===== src/rtl/iram_arbiter_if.sv =====
// iram_arbiter_if: bundles the fetch, loader and IRAM-side signals of the
// instruction RAM arbiter. The arbiter uses the slave modport; the
// surrounding logic (fetch stage, loader, iram) uses the master modport.
interface iram_arbiter_if #(
  parameter int unsigned ADDR_W  = 6,
  parameter int unsigned INSTR_W = 33
);
  // fetch unit (read requester)
  logic               fetch_req;
  logic [ADDR_W-1:0]  fetch_addr;
  logic               fetch_ready;
  logic               fetch_rvalid;
  logic [INSTR_W-1:0] fetch_rdata;

  // program loader (write requester)
  logic               load_req;
  logic [ADDR_W-1:0]  load_addr;
  logic [INSTR_W-1:0] load_data;
  logic               load_ready;

  // IRAM side
  logic [ADDR_W-1:0]  mem_addr;
  logic               mem_rnw;
  logic [INSTR_W-1:0] mem_wdata;
  logic               mem_wdata_oe;
  logic [INSTR_W-1:0] mem_rdata;

  modport slave (
    input  fetch_req, fetch_addr,
    output fetch_ready, fetch_rvalid, fetch_rdata,
    input  load_req, load_addr, load_data,
    output load_ready,
    output mem_addr, mem_rnw, mem_wdata, mem_wdata_oe,
    input  mem_rdata
  );

  modport master (
    output fetch_req, fetch_addr,
    input  fetch_ready, fetch_rvalid, fetch_rdata,
    output load_req, load_addr, load_data,
    input  load_ready,
    input  mem_addr, mem_rnw, mem_wdata, mem_wdata_oe,
    output mem_rdata
  );
endinterface


===== src/rtl/iram_arbiter.sv =====
// iram_arbiter: shares the single IRAM port between fetch reads and loader
// writes. Writes take one cycle in WR; reads take RD (IRAM samples address)
// then RD_CAP (data captured), so one read is outstanding at a time.
// Optional feature macro: IRAM_ARB_FAIRNESS_EN -- bounds how many loader
// grants may be issued while a fetch is waiting (STARVE_LIMIT). Without it
// the loader has strict priority.
module iram_arbiter #(
  parameter int unsigned ADDR_W       = 6,
  parameter int unsigned INSTR_W      = 33,
  parameter int unsigned STARVE_LIMIT = 4
) (
  input  logic           clk,
  input  logic           rst_n,
  iram_arbiter_if.slave  bus
);

  typedef enum logic [1:0] {
    S_IDLE   = 2'd0,
    S_WR     = 2'd1,
    S_RD     = 2'd2,
    S_RD_CAP = 2'd3
  } state_t;

  state_t state_q, state_d;
  logic   grant_load;
  logic   grant_fetch;

`ifdef IRAM_ARB_FAIRNESS_EN
  localparam int unsigned CNT_W = (STARVE_LIMIT < 1) ? 1 : $clog2(STARVE_LIMIT + 1);

  logic [CNT_W-1:0] starve_q;
  logic             fetch_starved;

  assign fetch_starved = (32'(starve_q) >= STARVE_LIMIT);

  // Count loader grants that bypass a waiting fetch; once starved the fetch
  // wins, so the counter never needs to exceed STARVE_LIMIT.
  always_ff @(posedge clk or negedge rst_n) begin
    if (!rst_n) begin
      starve_q <= '0;
    end else if (state_q == S_IDLE) begin
      if (grant_fetch || !bus.fetch_req) begin
        starve_q <= '0;
      end else if (grant_load) begin
        starve_q <= starve_q + 1'b1;
      end
    end
  end
`endif

  // Arbitration between the two requesters (only meaningful in IDLE).
  always_comb begin
`ifdef IRAM_ARB_FAIRNESS_EN
    grant_load = bus.load_req && !(bus.fetch_req && fetch_starved);
`else
    grant_load = bus.load_req;
`endif
    grant_fetch = bus.fetch_req && !grant_load;
  end

  // State register.
  always_ff @(posedge clk or negedge rst_n) begin
    if (!rst_n) begin
      state_q <= S_IDLE;
    end else begin
      state_q <= state_d;
    end
  end

  // Next-state and ready decode; readies are only offered in IDLE.
  always_comb begin
    state_d        = state_q;
    bus.load_ready  = 1'b0;
    bus.fetch_ready = 1'b0;
    case (state_q)
      S_IDLE: begin
        bus.load_ready  = grant_load;
        bus.fetch_ready = grant_fetch;
        if (grant_load) begin
          state_d = S_WR;
        end else if (grant_fetch) begin
          state_d = S_RD;
        end
      end
      S_WR:     state_d = S_IDLE;
      S_RD:     state_d = S_RD_CAP;
      S_RD_CAP: state_d = S_IDLE;
      default:  state_d = S_IDLE;
    endcase
  end

  // Registered IRAM cycle outputs and read-data capture.
  always_ff @(posedge clk or negedge rst_n) begin
    if (!rst_n) begin
      bus.mem_addr     <= '0;
      bus.mem_rnw      <= 1'b1;
      bus.mem_wdata    <= '0;
      bus.mem_wdata_oe <= 1'b0;
      bus.fetch_rdata  <= '0;
      bus.fetch_rvalid <= 1'b0;
    end else begin
      bus.fetch_rvalid <= 1'b0;
      case (state_q)
        S_IDLE: begin
          if (grant_load) begin
            bus.mem_addr     <= bus.load_addr;
            bus.mem_rnw      <= 1'b0;
            bus.mem_wdata    <= bus.load_data;
            bus.mem_wdata_oe <= 1'b1;
          end else if (grant_fetch) begin
            bus.mem_addr <= bus.fetch_addr;
            bus.mem_rnw  <= 1'b1;
          end
        end
        S_WR: begin
          bus.mem_rnw      <= 1'b1;
          bus.mem_wdata_oe <= 1'b0;
        end
        S_RD_CAP: begin
          bus.fetch_rdata  <= bus.mem_rdata;
          bus.fetch_rvalid <= 1'b1;
        end
        default: begin
        end
      endcase
    end
  end

endmodule


===== src/flat_wrapper.sv =====
// flat-port wrapper written by rule: the top's interface ports become plain ports
module iram_arbiter_flat 
#(
  parameter int unsigned ADDR_W       = 6,
  parameter int unsigned INSTR_W      = 33,
  parameter int unsigned STARVE_LIMIT = 4
)
  (clk, rst_n, bus_fetch_req, bus_fetch_addr, bus_fetch_ready, bus_fetch_rvalid, bus_fetch_rdata, bus_load_req, bus_load_addr, bus_load_data, bus_load_ready, bus_mem_addr, bus_mem_rnw, bus_mem_wdata, bus_mem_wdata_oe, bus_mem_rdata);
  iram_arbiter_if #(.ADDR_W(ADDR_W), .INSTR_W(INSTR_W)) bus_i ();
  input  logic clk;
  input  logic rst_n;
  input wire logic [$bits(bus_i.fetch_req)-1:0] bus_fetch_req;
  input wire logic [$bits(bus_i.fetch_addr)-1:0] bus_fetch_addr;
  output wire logic [$bits(bus_i.fetch_ready)-1:0] bus_fetch_ready;
  output wire logic [$bits(bus_i.fetch_rvalid)-1:0] bus_fetch_rvalid;
  output wire logic [$bits(bus_i.fetch_rdata)-1:0] bus_fetch_rdata;
  input wire logic [$bits(bus_i.load_req)-1:0] bus_load_req;
  input wire logic [$bits(bus_i.load_addr)-1:0] bus_load_addr;
  input wire logic [$bits(bus_i.load_data)-1:0] bus_load_data;
  output wire logic [$bits(bus_i.load_ready)-1:0] bus_load_ready;
  output wire logic [$bits(bus_i.mem_addr)-1:0] bus_mem_addr;
  output wire logic [$bits(bus_i.mem_rnw)-1:0] bus_mem_rnw;
  output wire logic [$bits(bus_i.mem_wdata)-1:0] bus_mem_wdata;
  output wire logic [$bits(bus_i.mem_wdata_oe)-1:0] bus_mem_wdata_oe;
  input wire logic [$bits(bus_i.mem_rdata)-1:0] bus_mem_rdata;
  assign bus_i.fetch_req = bus_fetch_req;
  assign bus_i.fetch_addr = bus_fetch_addr;
  assign bus_fetch_ready = bus_i.fetch_ready;
  assign bus_fetch_rvalid = bus_i.fetch_rvalid;
  assign bus_fetch_rdata = bus_i.fetch_rdata;
  assign bus_i.load_req = bus_load_req;
  assign bus_i.load_addr = bus_load_addr;
  assign bus_i.load_data = bus_load_data;
  assign bus_load_ready = bus_i.load_ready;
  assign bus_mem_addr = bus_i.mem_addr;
  assign bus_mem_rnw = bus_i.mem_rnw;
  assign bus_mem_wdata = bus_i.mem_wdata;
  assign bus_mem_wdata_oe = bus_i.mem_wdata_oe;
  assign bus_i.mem_rdata = bus_mem_rdata;
  iram_arbiter #(.ADDR_W(ADDR_W), .INSTR_W(INSTR_W), .STARVE_LIMIT(STARVE_LIMIT)) u_core (.clk(clk), .rst_n(rst_n), .bus(bus_i));
endmodule

===== config.mk =====
export PLATFORM = sky130hd
export DESIGN_NAME = iram_arbiter_flat
export DESIGN_NICKNAME = d
export VERILOG_FILES = /design/src/rtl/iram_arbiter_if.sv /design/src/rtl/iram_arbiter.sv /design/src/flat_wrapper.sv
export SDC_FILE = /design/constraint.sdc
export NUM_CORES = 1
export LEC_CHECK = 0
export CORE_ASPECT_RATIO = 0.9
export CORE_UTILIZATION = 40
export CTS_CLUSTER_DIAMETER = 40
export DETAILED_ROUTE_END_ITERATION = 10
export GPL_TIMING_DRIVEN = 0
export PLACE_DENSITY_LB_ADDON = 0.25
export SYNTH_ARGS = -nofsm -noshare
export SYNTH_HDL_FRONTEND = slang
export SYNTH_SLANG_ARGS = --single-unit

===== constraint.sdc =====
create_clock -name clk -period 1.66 [get_ports clk]
set_clock_uncertainty 0.05 [all_clocks]
set_input_delay 0.166 -clock clk [delete_from_list [all_inputs] [get_ports clk]]
set_output_delay 0.166 -clock clk [all_outputs]
set_load 0.005 [all_outputs]

==> results.md <==
- Routed met2 length: 3538 um
- Count of placed standard cells in the final layout, fillers left out: 448
- Arrival @ worst endpoint: 1.39 ns
- Highest routing layer actually used: met4
- Minimum setup slack among reg-to-reg paths: 0.07 ns
- Yosys warning total: 0
- Global-route wire length before repair: 11700 um
- Time the final worst path needs with I/O delays and setup: 1.604 ns
- Antenna violation net count after detailed routing: 0
- Vias in the first global route: 2353
- Area of the core region: 7257 um2
- Buffer levels on the longest clock path: 2
- Capturing point of the worst reg2reg path: u_core.bus.mem_wdata[17]
- Post-synthesis instance area: 3079 um2
- Clock latency on the worst-skew pair: 0.33 ns
- CP Max Fanout: 3
- Total power divided by cell area: 1695 nW/um2
- Beginning of the worst register-to-register path: u_core.state_q[0]
- Root cell of the clock tree: clkbuf_8
- Total Nets Final: 434
- Synthesized instance count: 180
- Buf+Inv Stages, Crit Path: 1
- Normalized max-slew margin: 65.57%
- Category of the worst setup path launch point: flop
- RSZ-0062 raised after global routing: no
- Worst Setup End Kind: output port
- Share of final-layout standard cells stronger than drive strength 1: 30.42%
- Worst-Margin Slew: 0.5165 ns
- Total length of routed wires: 7289 um
- Detailed-route DRC error count: 0
- Aggregate global-route resource usage: 19.34%
- Part of the cycle the worst path needs: 96.64%
- Routed length on met3: 708 um
- Status: finished, final reports clean
- Post-placement cell count: 432
- Cells taking the most area after synthesis: dfrtp_1 62%, mux2_2 18%, mux2_4 14%, buf_6 1.5%, dfstp_2 0.85%
- Worst Hold Slack: 0.2898 ns
- CP required: 1.44 ns
- Final std cell area, no fill: 4996 um2
- Post-DR vias/cell: 4.701
- Global placer's final weighted congestion: 0.7038
- Residual overflow from global routing: 0
- Placed Instance Area: 4795 um2
- Flip-flop and latch count after synthesis: 77
- IR drop worst, VDD: 0.9757 mV
- Routed wirelength normalized by instance count: 16.27 um
- Routed metal-1 wirelength: 2972 um
- Post-DP HPWL: 5586 um
- H-tree levels: 3
- Total via count in the routed design: 2106
- Peak clock frequency supported by timing: 623.4 MHz
- Netlist cell types: 16
- Reported max-cap violation count: 0
- Crit Path Class: flop to output port
- Detailed router's first-iteration violation count: 32
- Static Leakage: 2.127 nW
- Filler cells: 548
- Delay of the slowest critical-path stage: 0.54 ns
- N_diodes: 0
- Mapped Nets: 262
- Critical-path cell list: clkdlybuf4s50_1
- Cell type with the highest aggregate area in the netlist: dfrtp_1
- Total Die Area: 8053 um2
- PortBufs: 158
- Final number of setup-violating endpoints: 0
- Die height: 85.24 um
- Synth Area per Inst: 17.11 um2
- TritonCTS Buffers: 9
- Clock sink total: 77
- Worst path top cell family by delay: flip-flops
- Post-synthesis to final-layout area growth: 62.25%
- Number of hold violations in the final report: 0
- Area share of the largest cell type after synthesis: 61.76%
- Hold crit path type: input port to async pin
- Pin count of the biggest net entering global routing: 40
- Seq/Total Area, Yosys: 62.62%
- I/O pin total: 159
- CTS tree: yes
- Die W: 94.49 um
- Count of TritonRoute iterations in the first routing pass: 4
- Number of max-slew violations in the final report: 0
- Cell with the biggest individual delay on the critical path: dfstp_2
- Antenna violations before repair: 0
- Effective utilization at floorplan: 42.43%
- Clock transition at the registers of the reported paths: 0.08 ns
- Count of standard-cell rows: 29
- Worst Reg-to-Reg Cells: 5
-- power breakdown --
part           total [mW]  internal, mW  switching (mW)
clock network        1.30         0.678           0.620
logic                3.85          2.78            1.06
registers            3.32          2.83           0.495
-- area by class of cell --
class / count / area, um2 / share of cell area (%)
clock buffers: 10 / 127.6 / 2.554
clock inverters: 4 / 51.30 / 1.027
plain buffers: 8 / 67.56 / 1.352
well taps: 93 / 116.4 / 2.329
multi-input cells: 92 / 1075 / 21.51
flip-flops and latches: 77 / 1929 / 38.62
inverters: 2 / 7.507 / 0.1503
repair buffers: 162 / 1622 / 32.46
-- per-layer routing --
metal	GRT usage, %	vias to the layer above
li1	-	968
met1	23.16	1037
met2	31.69	95
met3	8.871	6
met4	4.821	0
met5	0	-
-- cells in the mapped netlist --
| cell | count |
|---|---|
| dfrtp_1 | 76 |
| mux2_2 | 49 |
| mux2_4 | 29 |
| a21oi_1 | 4 |
| buf_2 | 4 |
| buf_6 | 4 |
| nor2_1 | 4 |
| inv_1 | 2 |
| clkbuf_1 | 1 |
| dfstp_2 | 1 |
| nand2_1 | 1 |
| nand2b_1 | 1 |
| nor3_1 | 1 |
| nor3_2 | 1 |
| nor3b_4 | 1 |
| o22a_1 | 1 |
-- layout by cell type (no fill, tap or decap) --
cell type,count
buf_12,1
buf_4,3
nor3_1,1
nor2_1,4
mux2_2,49
clkdlybuf4s50_1,155
dfrtp_2,1
nand2_1,1
buf_6,5
clkbuf_2,1
clkbuf_8,9
inv_1,2
bufinv_16,1
buf_2,3
nand2b_1,1
mux2_4,29
clkinvlp_4,1
a21oi_1,4
dlygate4sd3_1,1
o22a_1,1
nor3_2,1
dfrtp_1,75
clkinv_4,1
dfstp_2,1
dlygate4sd2_1,1
clkbuf_1,1
clkinv_2,1
nor3b_4,1
-- how the worst max path moves through the flow --
stage	from	endpoint	slack [ns]	depth (start not counted)
final	u_core.bus.mem_rnw	bus_mem_rnw	0.06	1
after global routing	u_core.state_q[0]	u_core.bus.fetch_rdata[15]	0.0003	4
after CTS	u_core.state_q[0]	bus_load_ready	0.004	4
after detailed placement	bus_load_req	bus_load_ready	-0.44	4
after global placement	rst_n	u_core.bus.mem_addr[5]	-2.33	1
after floorplan	u_core.state_q[0]	u_core.bus.mem_wdata[10]	0.14	4
-- sequential cells by signal (all words and copies together) (netlist names) --
name / count
u_core.bus.fetch_rdata: 33
u_core.bus.mem_wdata: 33
u_core.bus.mem_addr: 6
u_core.state_q: 2
u_core.bus.fetch_rvalid: 1
u_core.bus.mem_rnw: 1
u_core.bus.mem_wdata_oe: 1
-- through the flow --
| step | total power, mW | setup WS (ns) | util (%) | TNS [ns] |
|---|---|---|---|---|
| finish | 8.467 | 0.05580 | 68.84 | 0 |
| global route | 8.963 | 0.0003235 | 68.84 | 0 |
| floorplan | 4.802 | 0.1381 | - | 0 |
| global placement | 7.110 | -2.328 | 65.83 | -185.01 |
| CTS | 8.592 | 0.004448 | 68.95 | 0 |
| detailed placement | 7.229 | -0.4438 | 66.07 | -7.948 |
-- timing repair --
item / 4_1_cts / 5_1_grt
endpoints found under the setup margin: 30 / 6
resized for setup: 5 / 4
pin swaps: 1 / 1
buffers inserted: 3 / 0
hold buffers: 1 / 0
hold endpoints to repair: 37 / 0
-- kinds of logic after synthesis --
kind of cell           after synthesis  share of synthesized area (%)
DFF                                 77                          62.62
muxes                               78                          32.06
AOI/OAI and AO/OA                    5                         0.9347
buffers and inverters               11                          2.479
and+or+nand+nor                      9                          1.910
No activity file was read; power rests on OpenSTA's default activity.
